`src/rtl/mm_pkg.sv`:
```
`default_nettype none
// +------------------------------------------------------------------+
// | mm_pkg: shared Mastermind datapath types and default widths       |
// | Revision: 1.0                                                     |
// +------------------------------------------------------------------+
package mm_pkg;

  localparam int DEF_NUM_PEGS = 4;
  localparam int DEF_PEG_W    = 3;
  localparam int DEF_CNT_W    = $clog2(DEF_NUM_PEGS + 1);

  typedef logic [DEF_PEG_W-1:0]    peg_t;
  typedef peg_t [DEF_NUM_PEGS-1:0] guess_t;
  typedef logic [DEF_CNT_W-1:0]    cnt_t;

  typedef struct packed {
    cnt_t black;
    cnt_t white;
  } fb_t;

  typedef struct packed {
    guess_t guess;
    fb_t    fb;
  } entry_t;

endpackage
`default_nettype wire

```
`src/rtl/history_ram.sv`:
```
`default_nettype none
// +------------------------------------------------------------------+
// | history_ram: DEPTH-entry turn store, registered write-first read  |
// | Revision: 1.0                                                     |
// +------------------------------------------------------------------+
module history_ram
  import mm_pkg::*;
#(
  parameter int DEPTH = 8,
  parameter int AW    = $clog2(DEPTH),
  parameter int W     = $bits(entry_t)
) (
  input  logic          clk,
  input  logic          we_i,
  input  logic [AW-1:0] waddr_i,
  input  logic [W-1:0]  wdata_i,
  input  logic [AW-1:0] raddr_i,
  output logic [W-1:0]  rdata_o
);

  logic [W-1:0] mem_q [DEPTH];
  logic [W-1:0] rdata_q;

  always_ff @(posedge clk) begin
    if (we_i) begin
      mem_q[waddr_i] <= wdata_i;
    end
    // Same-index write and read returns the data being written.
    if (we_i && (waddr_i == raddr_i)) begin
      rdata_q <= wdata_i;
    end else begin
      rdata_q <= mem_q[raddr_i];
    end
  end

  assign rdata_o = rdata_q;

endmodule
`default_nettype wire

```
`src/rtl/guess_history_buf.sv`:
```
`default_nettype none
// +------------------------------------------------------------------+
// | guess_history_buf: committed-guess history with browse control    |
// | Revision: 1.0                                                     |
// +------------------------------------------------------------------+
module guess_history_buf
  import mm_pkg::*;
#(
  parameter int NUM_PEGS = DEF_NUM_PEGS,
  parameter int PEG_W    = DEF_PEG_W,
  parameter int DEPTH    = 8,
  parameter int TURN_W   = $clog2(DEPTH),
  parameter int CNT_W    = $clog2(NUM_PEGS + 1)
) (
  input  logic                      clk,
  input  logic                      reset,
  input  logic                      mode,
  input  logic                      btn_up,
  input  logic                      btn_down,
  input  logic                      btn_select,
  input  logic [NUM_PEGS*PEG_W-1:0] guess,
  input  logic [CNT_W-1:0]          fb_black,
  input  logic [CNT_W-1:0]          fb_white,
  output logic [NUM_PEGS*PEG_W-1:0] sel_guess,
  output logic [CNT_W-1:0]          sel_black,
  output logic [CNT_W-1:0]          sel_white,
  output logic [TURN_W-1:0]         sel_turn,
  output logic [TURN_W:0]           turn_count,
  output logic                      empty,
  output logic                      full,
  output logic                      store_ack,
  output logic                      overflow
);

  localparam int GW = NUM_PEGS * PEG_W;
  localparam int EW = GW + 2 * CNT_W;

  logic [TURN_W:0]   count_q, count_d;
  logic [TURN_W-1:0] sel_turn_q, sel_turn_d;
  logic              store_ack_q, store_ack_d;
  logic              overflow_q, overflow_d;
  logic [TURN_W-1:0] last_turn;
  logic              is_empty, is_full, do_store;
  logic [EW-1:0]     rd_entry;

  assign is_empty  = (count_q == '0);
  assign is_full   = (count_q == (TURN_W+1)'(DEPTH));
  assign last_turn = is_empty ? '0 : TURN_W'(count_q - 1'b1);
  assign do_store  = !mode && btn_select && !is_full;

  always_comb begin
    count_d     = count_q;
    sel_turn_d  = sel_turn_q;
    store_ack_d = 1'b0;
    overflow_d  = 1'b0;
    if (!mode) begin
      // Guess mode always tracks the newest turn; a store points at the new slot.
      sel_turn_d = last_turn;
      if (btn_select) begin
        if (is_full) begin
          overflow_d = 1'b1;
        end else begin
          count_d     = count_q + 1'b1;
          sel_turn_d  = TURN_W'(count_q);
          store_ack_d = 1'b1;
        end
      end
    end else if (is_empty) begin
      sel_turn_d = '0;
    end else if (btn_up && !btn_down && (sel_turn_q < last_turn)) begin
      sel_turn_d = sel_turn_q + 1'b1;
    end else if (btn_down && !btn_up && (sel_turn_q != '0)) begin
      sel_turn_d = sel_turn_q - 1'b1;
    end
  end

  always_ff @(posedge clk) begin
    if (reset) begin
      count_q     <= '0;
      sel_turn_q  <= '0;
      store_ack_q <= 1'b0;
      overflow_q  <= 1'b0;
    end else begin
      count_q     <= count_d;
      sel_turn_q  <= sel_turn_d;
      store_ack_q <= store_ack_d;
      overflow_q  <= overflow_d;
    end
  end

  history_ram #(
    .DEPTH (DEPTH),
    .AW    (TURN_W),
    .W     (EW)
  ) u_ram (
    .clk     (clk),
    .we_i    (do_store && !reset),
    .waddr_i (TURN_W'(count_q)),
    .wdata_i ({guess, fb_black, fb_white}),
    .raddr_i (sel_turn_q),
    .rdata_o (rd_entry)
  );

  // Stale read data is hidden whenever nothing is stored.
  assign sel_guess  = is_empty ? '0 : rd_entry[EW-1 -: GW];
  assign sel_black  = is_empty ? '0 : rd_entry[2*CNT_W-1 -: CNT_W];
  assign sel_white  = is_empty ? '0 : rd_entry[CNT_W-1:0];
  assign sel_turn   = sel_turn_q;
  assign turn_count = count_q;
  assign empty      = is_empty;
  assign full       = is_full;
  assign store_ack  = store_ack_q;
  assign overflow   = overflow_q;

endmodule
`default_nettype wire

```
`config.mk`:
```
export PLATFORM = sky130hd
export DESIGN_NAME = guess_history_buf
export DESIGN_NICKNAME = d
export VERILOG_FILES = /design/src/rtl/mm_pkg.sv /design/src/rtl/history_ram.sv /design/src/rtl/guess_history_buf.sv
export SDC_FILE = /design/constraint.sdc
export NUM_CORES = 1
export LEC_CHECK = 0
export CAP_MARGIN = 20
export CORE_ASPECT_RATIO = 0.5
export CORE_UTILIZATION = 40
export CTS_CLUSTER_SIZE = 28
export DETAILED_ROUTE_END_ITERATION = 16
export RECOVER_POWER = 100
export SLEW_MARGIN = 0
export SYNTH_ARGS = -nofsm -noshare
export SYNTH_HDL_FRONTEND = slang
export SYNTH_SLANG_ARGS = --single-unit
```
`constraint.sdc`:
```
create_clock -name clk -period 7.7 [get_ports clk]
set_input_delay 1.155 -clock clk [delete_from_list [all_inputs] [get_ports clk]]
set_output_delay 1.155 -clock clk [all_outputs]
set_load 0.05 [all_outputs]
```
==> run_results.csv, run 1 <==
group,metric,value,unit
logic_synthesis,synth.cell_area,0.006210,mm²
global_routing,pin_count_of_the_biggest_net_entering_global_routing,37,
logic_synthesis,synth-simple-area-share,4.010,%
clock_network,clock_tree.root_cell,"sky130_fd_sc_hd__clkbuf_16",
logic_synthesis,synth_compound_area_share,2.317,%
power,power.static_leakage,0.002439,µW
clock_network,tritoncts.num_buffers,17,
logic_synthesis,synth_top_family_by_area,"multiplexers",
drt,initialDrtViolationCount,221,
logic_synthesis,ys_seq_area_share,73.50,%
finish,num_antenna_cells,0,
timing,slew_viol_final,19,
power,power.combinational.fraction,10.5,%
logic_synthesis,yosysWarningCount,0,
clock_network,clk_latency,0.41,ns
worst_setup_path,crit_path_cell_trace,"inv_1 -> ha_1 -> or3b_1 -> inv_1 -> dlygate4sd3_1",
worst_setup_path,cp.required,6.55,ns
drt,drt-met1-wl,5650,µm
clock_network,clkSinkCount,156,
drt,wl_per_cell,19.60,µm
worst_setup_path,max_stage_delay,0.98,ns
min_path,hold_path.class,"reg -> reg",
power,power.density,259.8,mW/mm²
placed_design,numPortBuffers,52,
drt,dr.pass1.iters,4,
worst_setup_path,cpMostUsedCell,"sky130_fd_sc_hd__inv_1",
floorplanning,ios,53,
timing,grt_setup_unrepaired,"no",
min_path,hold_path_startpoint,"sel_turn[0]",
timing,hold_violations,0,
floorplanning,fp-row-count,31,
timing,slew_headroom,-1.608,%
timing,setup_tns,0,ns
drt,detail_route.wirelength,11700,µm
logic_synthesis,synthMuxAreaShare,16.48,%
power,power.switching_fraction,24.51,%
floorplanning,core,0.01482,mm²
timing,worstMarginPinSlew,1.524,ns
global_routing,globalRoute.totalOverflow,0,
worst_setup_path,reg2reg_depth,8,
clock_network,clk_transition_reported_paths,0.06,ns
timing,min_period,4.679,ns
drt,drc_errors,0,
power,net-switching-power,479.2,µW
floorplanning,dieArea,0.01606,mm²
finish,num-nets-final,416,
worst_setup_path,setup.worst_path.class,"reg -> out",
worst_setup_path,startpoint_type,"flip-flop",
run_status,status,"finished with violations",
global_routing,initial_antenna_violation_count,0,
finish,final_cells,597,
finish,post-route-util,50.80,%
run_status,violations_in_the_final_reports,"max-capacitance violations, max-slew violations",
job,drv.max_cap_violation_count,1,
worst_setup_path,rrSetupSlack,4.24,ns
finish,areaGrowthSynthToFinish,21.22,%
placed_design,post_dp_cell_area,0.006994,mm²
logic_synthesis,postSynthAreaPerCell,19.41,µm²
timing,min_period_over_period,60.77,%
power,seq_power_share,48.1,%
finish,drive_above_1_share,18.80,%
min_path,holdPathStages,0,
timing,worst_clock_skew,0.005222,ns
worst_setup_path,end_kind,"output pin",
placed_design,placed_insts,565,
clock_network,clock_path_buffers,2,
drt,route.met3.wl,455,µm
logic_synthesis,synth_adder_area_share,1.330,%
finish,postLayoutCellArea,0.007527,mm²
worst_setup_path,cp_max_fo,21,
global_routing,groute.usage.overall,15.81,%
clock_network,post-cts-setup-buffers,0,
drt,wl_met2,5435,µm
placed_design,final_hpwl_from_detailed_placement,6542,µm
logic_synthesis,syn_nets,350,
timing,fmaxAchievable,213.7,MHz
clock_network,cts_resized,0,
floorplanning,initial_core_utilization,41.91,%
drt,post_drt_via_cell_ratio,5.171,
logic_synthesis,postSynthCellCount,320,
power,power_report.internal_total,1476,µW
logic_synthesis,synth_cell_type_count,33,
worst_setup_path,worst_ep_arrival_time,3.52,ns
clock_network,cts_max_level,4,
worst_setup_path,r2r-start,"turn_count[0]",
worst_setup_path,timing.rr.end,"u_ram.mem_q[0][17]",
clock_network,tritoncts,"yes",
power,max-vdd-ir-drop,100.5,µV
drt,top_layer,"met4",
worst_setup_path,cp_slowest_cell,"sky130_fd_sc_hd__dlygate4sd3_1",
floorplanning,die-width,178.2,µm
placed_design,routabilityCongestion,0.7784,
drt,ant_nets,0,
power,share_clk_of_total_power,41.4,%
drt,routed-via-count,3087,
floorplanning,dieHeight,90.11,µm
logic_synthesis,synth_xor_area_share,0.5642,%
global_routing,first_global_vias,3250,
clock_network,cts_hold_repair.buffers,0,
timing,finalSetupViolCount,0,
logic_synthesis,ys_ff_latch,156,
global_routing,grt_pass1_wl,18110,µm
## cells in the mapped netlist
cell type / count / area [µm²]
sky130_fd_sc_hd__nand2_1: 8 / 30.03
sky130_fd_sc_hd__a211oi_1: 4 / 30.03
sky130_fd_sc_hd__o21ai_0: 3 / 15.01
sky130_fd_sc_hd__buf_1: 1 / 3.750
sky130_fd_sc_hd__nor4_1: 2 / 12.51
sky130_fd_sc_hd__nor3_1: 5 / 25.02
sky130_fd_sc_hd__nand2b_1: 2 / 12.51
sky130_fd_sc_hd__a221o_1: 1 / 10.01
sky130_fd_sc_hd__nor3_2: 1 / 10.01
sky130_fd_sc_hd__inv_1: 9 / 33.78
sky130_fd_sc_hd__or2b_1: 1 / 7.510
sky130_fd_sc_hd__o2111a_1: 1 / 11.26
sky130_fd_sc_hd__o221a_1: 1 / 11.26
sky130_fd_sc_hd__a31oi_4: 1 / 21.27
sky130_fd_sc_hd__mux4_2: 36 / 810.8
sky130_fd_sc_hd__o2111ai_2: 1 / 15.01
sky130_fd_sc_hd__buf_2: 8 / 40.04
sky130_fd_sc_hd__a31oi_1: 2 / 12.51
sky130_fd_sc_hd__o311ai_0: 1 / 8.760
sky130_fd_sc_hd__mux2_2: 2 / 22.52
sky130_fd_sc_hd__dfxtp_1: 12 / 240.2
sky130_fd_sc_hd__nor2_1: 34 / 127.6
sky130_fd_sc_hd__xnor2_1: 3 / 26.28
sky130_fd_sc_hd__fa_1: 1 / 20.02
sky130_fd_sc_hd__mux2i_1: 19 / 190.2
sky130_fd_sc_hd__nand3b_1: 2 / 15.01
sky130_fd_sc_hd__ha_1: 5 / 62.56
sky130_fd_sc_hd__xor2_1: 1 / 8.760
sky130_fd_sc_hd__a311oi_1: 1 / 8.760
sky130_fd_sc_hd__clkbuf_1: 6 / 22.52
sky130_fd_sc_hd__edfxtp_1: 144 / 4324
sky130_fd_sc_hd__buf_6: 1 / 11.26
sky130_fd_sc_hd__or3b_1: 1 / 8.760
## cell type report
type                       instances  area [µm²]
fill                            1234        7289
sequential                       156        4566
multi-input combinational        139        1528
timing repair buffer              63       573.1
clock buffer                      18       429.2
tap                              198       247.7
clock inverter                    14       150.1
inverter                           9       33.78
## sequential cells by signal, indices dropped and copies added (netlist names), named ones only
signal       flops
overflow         1
sel_turn         3
store_ack        1
turn_count       4
u_ram.mem_q    144
## critical path, delay by kind of cell (launching register included)
family | cells | cell delay [ns]
adder cells (fa/ha/maj) | 1 | 0.29
flip-flops | 1 | 0.39
buffers and inverters | 3 | 1.92
AND/OR/NAND/NOR | 1 | 0.49
## kinds of logic after synthesis
family	Yosys count
flip-flops	156
XOR/XNOR	4
multiplexers	57
buffers and inverters	25
AO/OA/AOI/OAI	16
AND/OR/NAND/NOR	56
adder cells (fa/ha/maj)	6
## power groups by stage
stage          Combinational (µW)  Sequential [µW]  Clock [µW]
2_1_floorplan                 143              965           0
3_3_place_gp                  214              957           0
3_5_place_dp                  216              958           0
4_1_cts                       217              940         823
5_1_grt                       223              940         858
6_report                      206              940         809
## stage by stage
step / total power [µW] / hold WS, ns / setup WS (ns)
after detailed placement: 1175 / 0.4245 / 3.449
after global routing: 2021 / 0.4544 / 2.863
after floorplan: 1109 / 0.6329 / 3.787
after CTS: 1980 / 0.4365 / 2.989
after global placement: 1171 / 0.4156 / 3.510
final: 1955 / 0.4378 / 3.021
## per-layer routing
metal  vias to the layer above  GRT usage [%]
li1                       1427              -
met1                      1579          21.81
met2                        65          24.38
met3                        16          3.384
met4                         0          6.638
met5                         -              0
## worst max-delay path by stage
stage,from,endpoint,slack [ns],depth (start not counted)
after floorplan,turn_count[0],sel_black[0],3.79,8
after global placement,turn_count[0],empty,3.51,5
after detailed placement,turn_count[0],empty,3.45,5
after CTS,turn_count[0],empty,2.99,5
after global routing,turn_count[0],empty,2.86,5
final,turn_count[0],empty,3.02,5
## placed cells by master (no fill, tap or decap), drive strengths merged
| cell | netlist | routed |
|---|---|---|
| o21ai | 3 | 3 |
| a31oi | 3 | 3 |
| xor2 | 1 | 1 |
| xnor2 | 3 | 3 |
| nor3 | 6 | 6 |
| or2b | 1 | 1 |
| nand3b | 2 | 2 |
| nand2b | 2 | 2 |
| or3b | 1 | 1 |
| mux4 | 36 | 36 |
| edfxtp | 144 | 144 |
| bufinv | 0 | 1 |
| o221a | 1 | 1 |
| nor4 | 2 | 2 |
| clkbuf | 6 | 26 |
| a221o | 1 | 1 |
| buf | 10 | 3 |
| o2111ai | 1 | 1 |
| o311ai | 1 | 1 |
| dlygate4sd3 | 0 | 49 |
| nor2 | 34 | 34 |
| fa | 1 | 1 |
| clkdlybuf4s50 | 0 | 3 |
| nand2 | 8 | 8 |
| mux2i | 19 | 19 |
| o2111a | 1 | 1 |
| clkinv | 0 | 2 |
| clkinvlp | 0 | 1 |
| a311oi | 1 | 1 |
| inv | 9 | 19 |
| dfxtp | 12 | 12 |
| a211oi | 4 | 4 |
| mux2 | 2 | 2 |
| ha | 5 | 5 |
No activity file was read; power rests on OpenSTA's default activity.
==> run 2, diff against run 1 <==
==> constraint.sdc (replaced) <==
create_clock -name clk -period 4.8 [get_ports clk]
set_input_delay 0.72 -clock clk [delete_from_list [all_inputs] [get_ports clk]]
set_output_delay 0.72 -clock clk [all_outputs]
set_load 0.05 [all_outputs]
==> run 2 against run 1 <==
- the flow now finishes without violations
- power rose by 60%
- die area did not move
- first-iteration DRC count shrank 7.2%
- worst setup slack worse by 2.3 ns
- register-to-register slack worse by 2.8 ns
- clock skew up 0.0077 ns
- count of clock-buffer cells in the layout decreased by 1
- design area is essentially flat
- sequential power increased by 62%
- non-clock buffer count rose by 3
- combinational power is 56% higher
- critical path type unchanged
- largest cell class unchanged
- largest power group unchanged
==> run_results.csv, run 2 (synthesized netlist as in run 1, its figures left out) <==
group,metric,value,unit
clock_network,cts_max_level,4,
power,seq_power_share,48.5,%
power,power.switching_fraction,24.55,%
worst_setup_path,worst_ep_arrival_time,3.33,ns
worst_setup_path,end_kind,"output pin",
floorplanning,ios,53,
timing,min_period_over_period,84.47,%
placed_design,final_hpwl_from_detailed_placement,7092,µm
worst_setup_path,startpoint_type,"flip-flop",
run_status,status,"finished, final reports clean",
finish,layout.cells.most_common,"sky130_fd_sc_hd__edfxtp_1",
worst_setup_path,reg2reg_depth,8,
placed_design,placed_insts,568,
timing,finalSetupViolCount,0,
min_path,holdPathStages,0,
timing,fmaxAchievable,246.6,MHz
drt,wl_per_cell,19.99,µm
finish,num-nets-final,419,
worst_setup_path,setup.worst_path.class,"reg -> out",
power,share_clk_of_total_power,41.3,%
timing,slew_headroom,3.450,%
finish,number_of_flip_flops_under_the_largest_register_name,144,
min_path,hold_path.class,"reg -> reg",
finish,post-route-util,50.84,%
drt,detail_route.wirelength,11980,µm
placed_design,numPortBuffers,52,
global_routing,groute.usage.overall,16.42,%
clock_network,clock_tree.root_cell,"sky130_fd_sc_hd__clkbuf_16",
floorplanning,dieArea,0.01606,mm²
min_path,hold_path_startpoint,"sel_turn[0]",
timing,hold_violations,0,
power,fin_total_pwr,3137,µW
job,drv.max_cap_violation_count,0,
power,power_report.internal_total,2367,µW
clock_network,post-cts-setup-buffers,0,
clock_network,cts_resized,0,
worst_setup_path,rrSetupSlack,1.40,ns
worst_setup_path,cp_max_fo,15,
global_routing,globalRoute.totalOverflow,0,
drt,initialDrtViolationCount,205,
clock_network,cts_hold_repair.buffers,0,
finish,num_antenna_cells,0,
clock_network,clkSinkCount,156,
timing,grt_setup_unrepaired,"no",
timing,slew_viol_final,0,
finish,areaGrowthSynthToFinish,21.30,%
finish,max_flop_register,"u_ram.mem_q",
power,power.density,416.5,mW/mm²
placed_design,post_dp_cell_area,0.007017,mm²
timing,worstMarginPinSlew,1.448,ns
finish,drive_above_1_share,19.20,%
clock_network,clock_path_buffers,2,
power,power.static_leakage,0.002455,µW
placed_design,routabilityCongestion,0.7836,
global_routing,initial_antenna_violation_count,0,
drt,ant_nets,0,
timing,worst_clock_skew,0.01289,ns
timing,setup_tns,0,ns
global_routing,first_global_vias,3224,
finish,most-common-layout-cells,"144 x sky130_fd_sc_hd__edfxtp_1, 47 x sky130_fd_sc_hd__dlygate4sd3_1, 36 x sky130_fd_sc_hd__mux4_2, 34 x sky130_fd_sc_hd__nor2_1, 19 x sky130_fd_sc_hd__mux2i_1",
timing,min_period,4.055,ns
clock_network,clk_latency,0.41,ns
drt,drc_errors,0,
finish,postLayoutCellArea,0.007532,mm²
power,power.combinational.fraction,10.3,%
floorplanning,dieHeight,90.11,µm
clock_network,clk_transition_reported_paths,0.07,ns
floorplanning,initial_core_utilization,41.91,%
clock_network,tritoncts,"yes",
drt,routed-via-count,3062,
clock_network,tritoncts.num_buffers,17,
worst_setup_path,timing.rr.end,"u_ram.mem_q[2][11]",
global_routing,pin_count_of_the_biggest_net_entering_global_routing,20,
worst_setup_path,r2r-start,"turn_count[0]",
floorplanning,die-width,178.2,µm
drt,post_drt_via_cell_ratio,5.112,
drt,dr.pass1.iters,4,
power,net-switching-power,770.1,µW
power,max-vdd-ir-drop,248.2,µV
finish,final_cells,599,
worst_setup_path,cp.required,4.08,ns
floorplanning,core,0.01482,mm²
global_routing,grt_pass1_wl,18710,µm
floorplanning,fp-row-count,31,
## run 2: cell type report
| cell class | count | area [µm²] |
|---|---|---|
| sequential | 156 | 4566 |
| clock inverter | 14 | 151.4 |
| fill | 1206 | 7284 |
| inverter | 9 | 33.78 |
| multi-input combinational | 139 | 1513 |
| tap | 198 | 247.7 |
| timing repair buffer | 66 | 595.6 |
| clock buffer | 17 | 425.4 |
## run 2: worst max-delay path by stage
stage                                   end           from  depth (start not counted)
after floorplan           u_ram.mem_q[2][0]  turn_count[0]                          7
after global placement         sel_black[0]  turn_count[0]                          7
after detailed placement       sel_guess[1]  turn_count[0]                          7
after CTS                      sel_guess[4]  turn_count[0]                          7
after global routing           sel_guess[4]  turn_count[0]                          7
final                          sel_guess[4]  turn_count[0]                          7
## run 2: worst max-delay path, stage by stage, from the launching register on
cell	delay (ns)
sky130_fd_sc_hd__dfxtp_1	0.39
sky130_fd_sc_hd__inv_1	0.19
sky130_fd_sc_hd__ha_1	0.28
sky130_fd_sc_hd__or3b_1	0.46
sky130_fd_sc_hd__inv_1	0.50
sky130_fd_sc_hd__buf_4	0.28
sky130_fd_sc_hd__nor2_1	0.06
sky130_fd_sc_hd__dlygate4sd3_1	0.76
## run 2: layer usage
metal  routed length [µm]  track usage [%]  share of wire [%]
met4                   68            4.873               0.57
met3                  720            4.019                6.0
met5                    0                0                  0
met1                 5463            23.05                 46
met2                 5724            25.36                 48
## run 2: power by group through the flow
| stage | registers [µW] | clock network [µW] | logic [µW] |
|---|---|---|---|
| floorplan | 1550 | 0 | 230 |
| CTS | 1520 | 1320 | 345 |
| global route | 1520 | 1380 | 348 |
| global placement | 1550 | 0 | 337 |
| finish | 1520 | 1300 | 322 |
| detailed placement | 1550 | 0 | 344 |
## run 2: metrics by stage
stage	hold WS, ns	setup slack, ns
after floorplan	0.6329	1.130
after global placement	0.4161	1.157
after detailed placement	0.4255	1.067
after CTS	0.4377	0.6070
after global routing	0.4634	0.5409
final	0.4388	0.7454
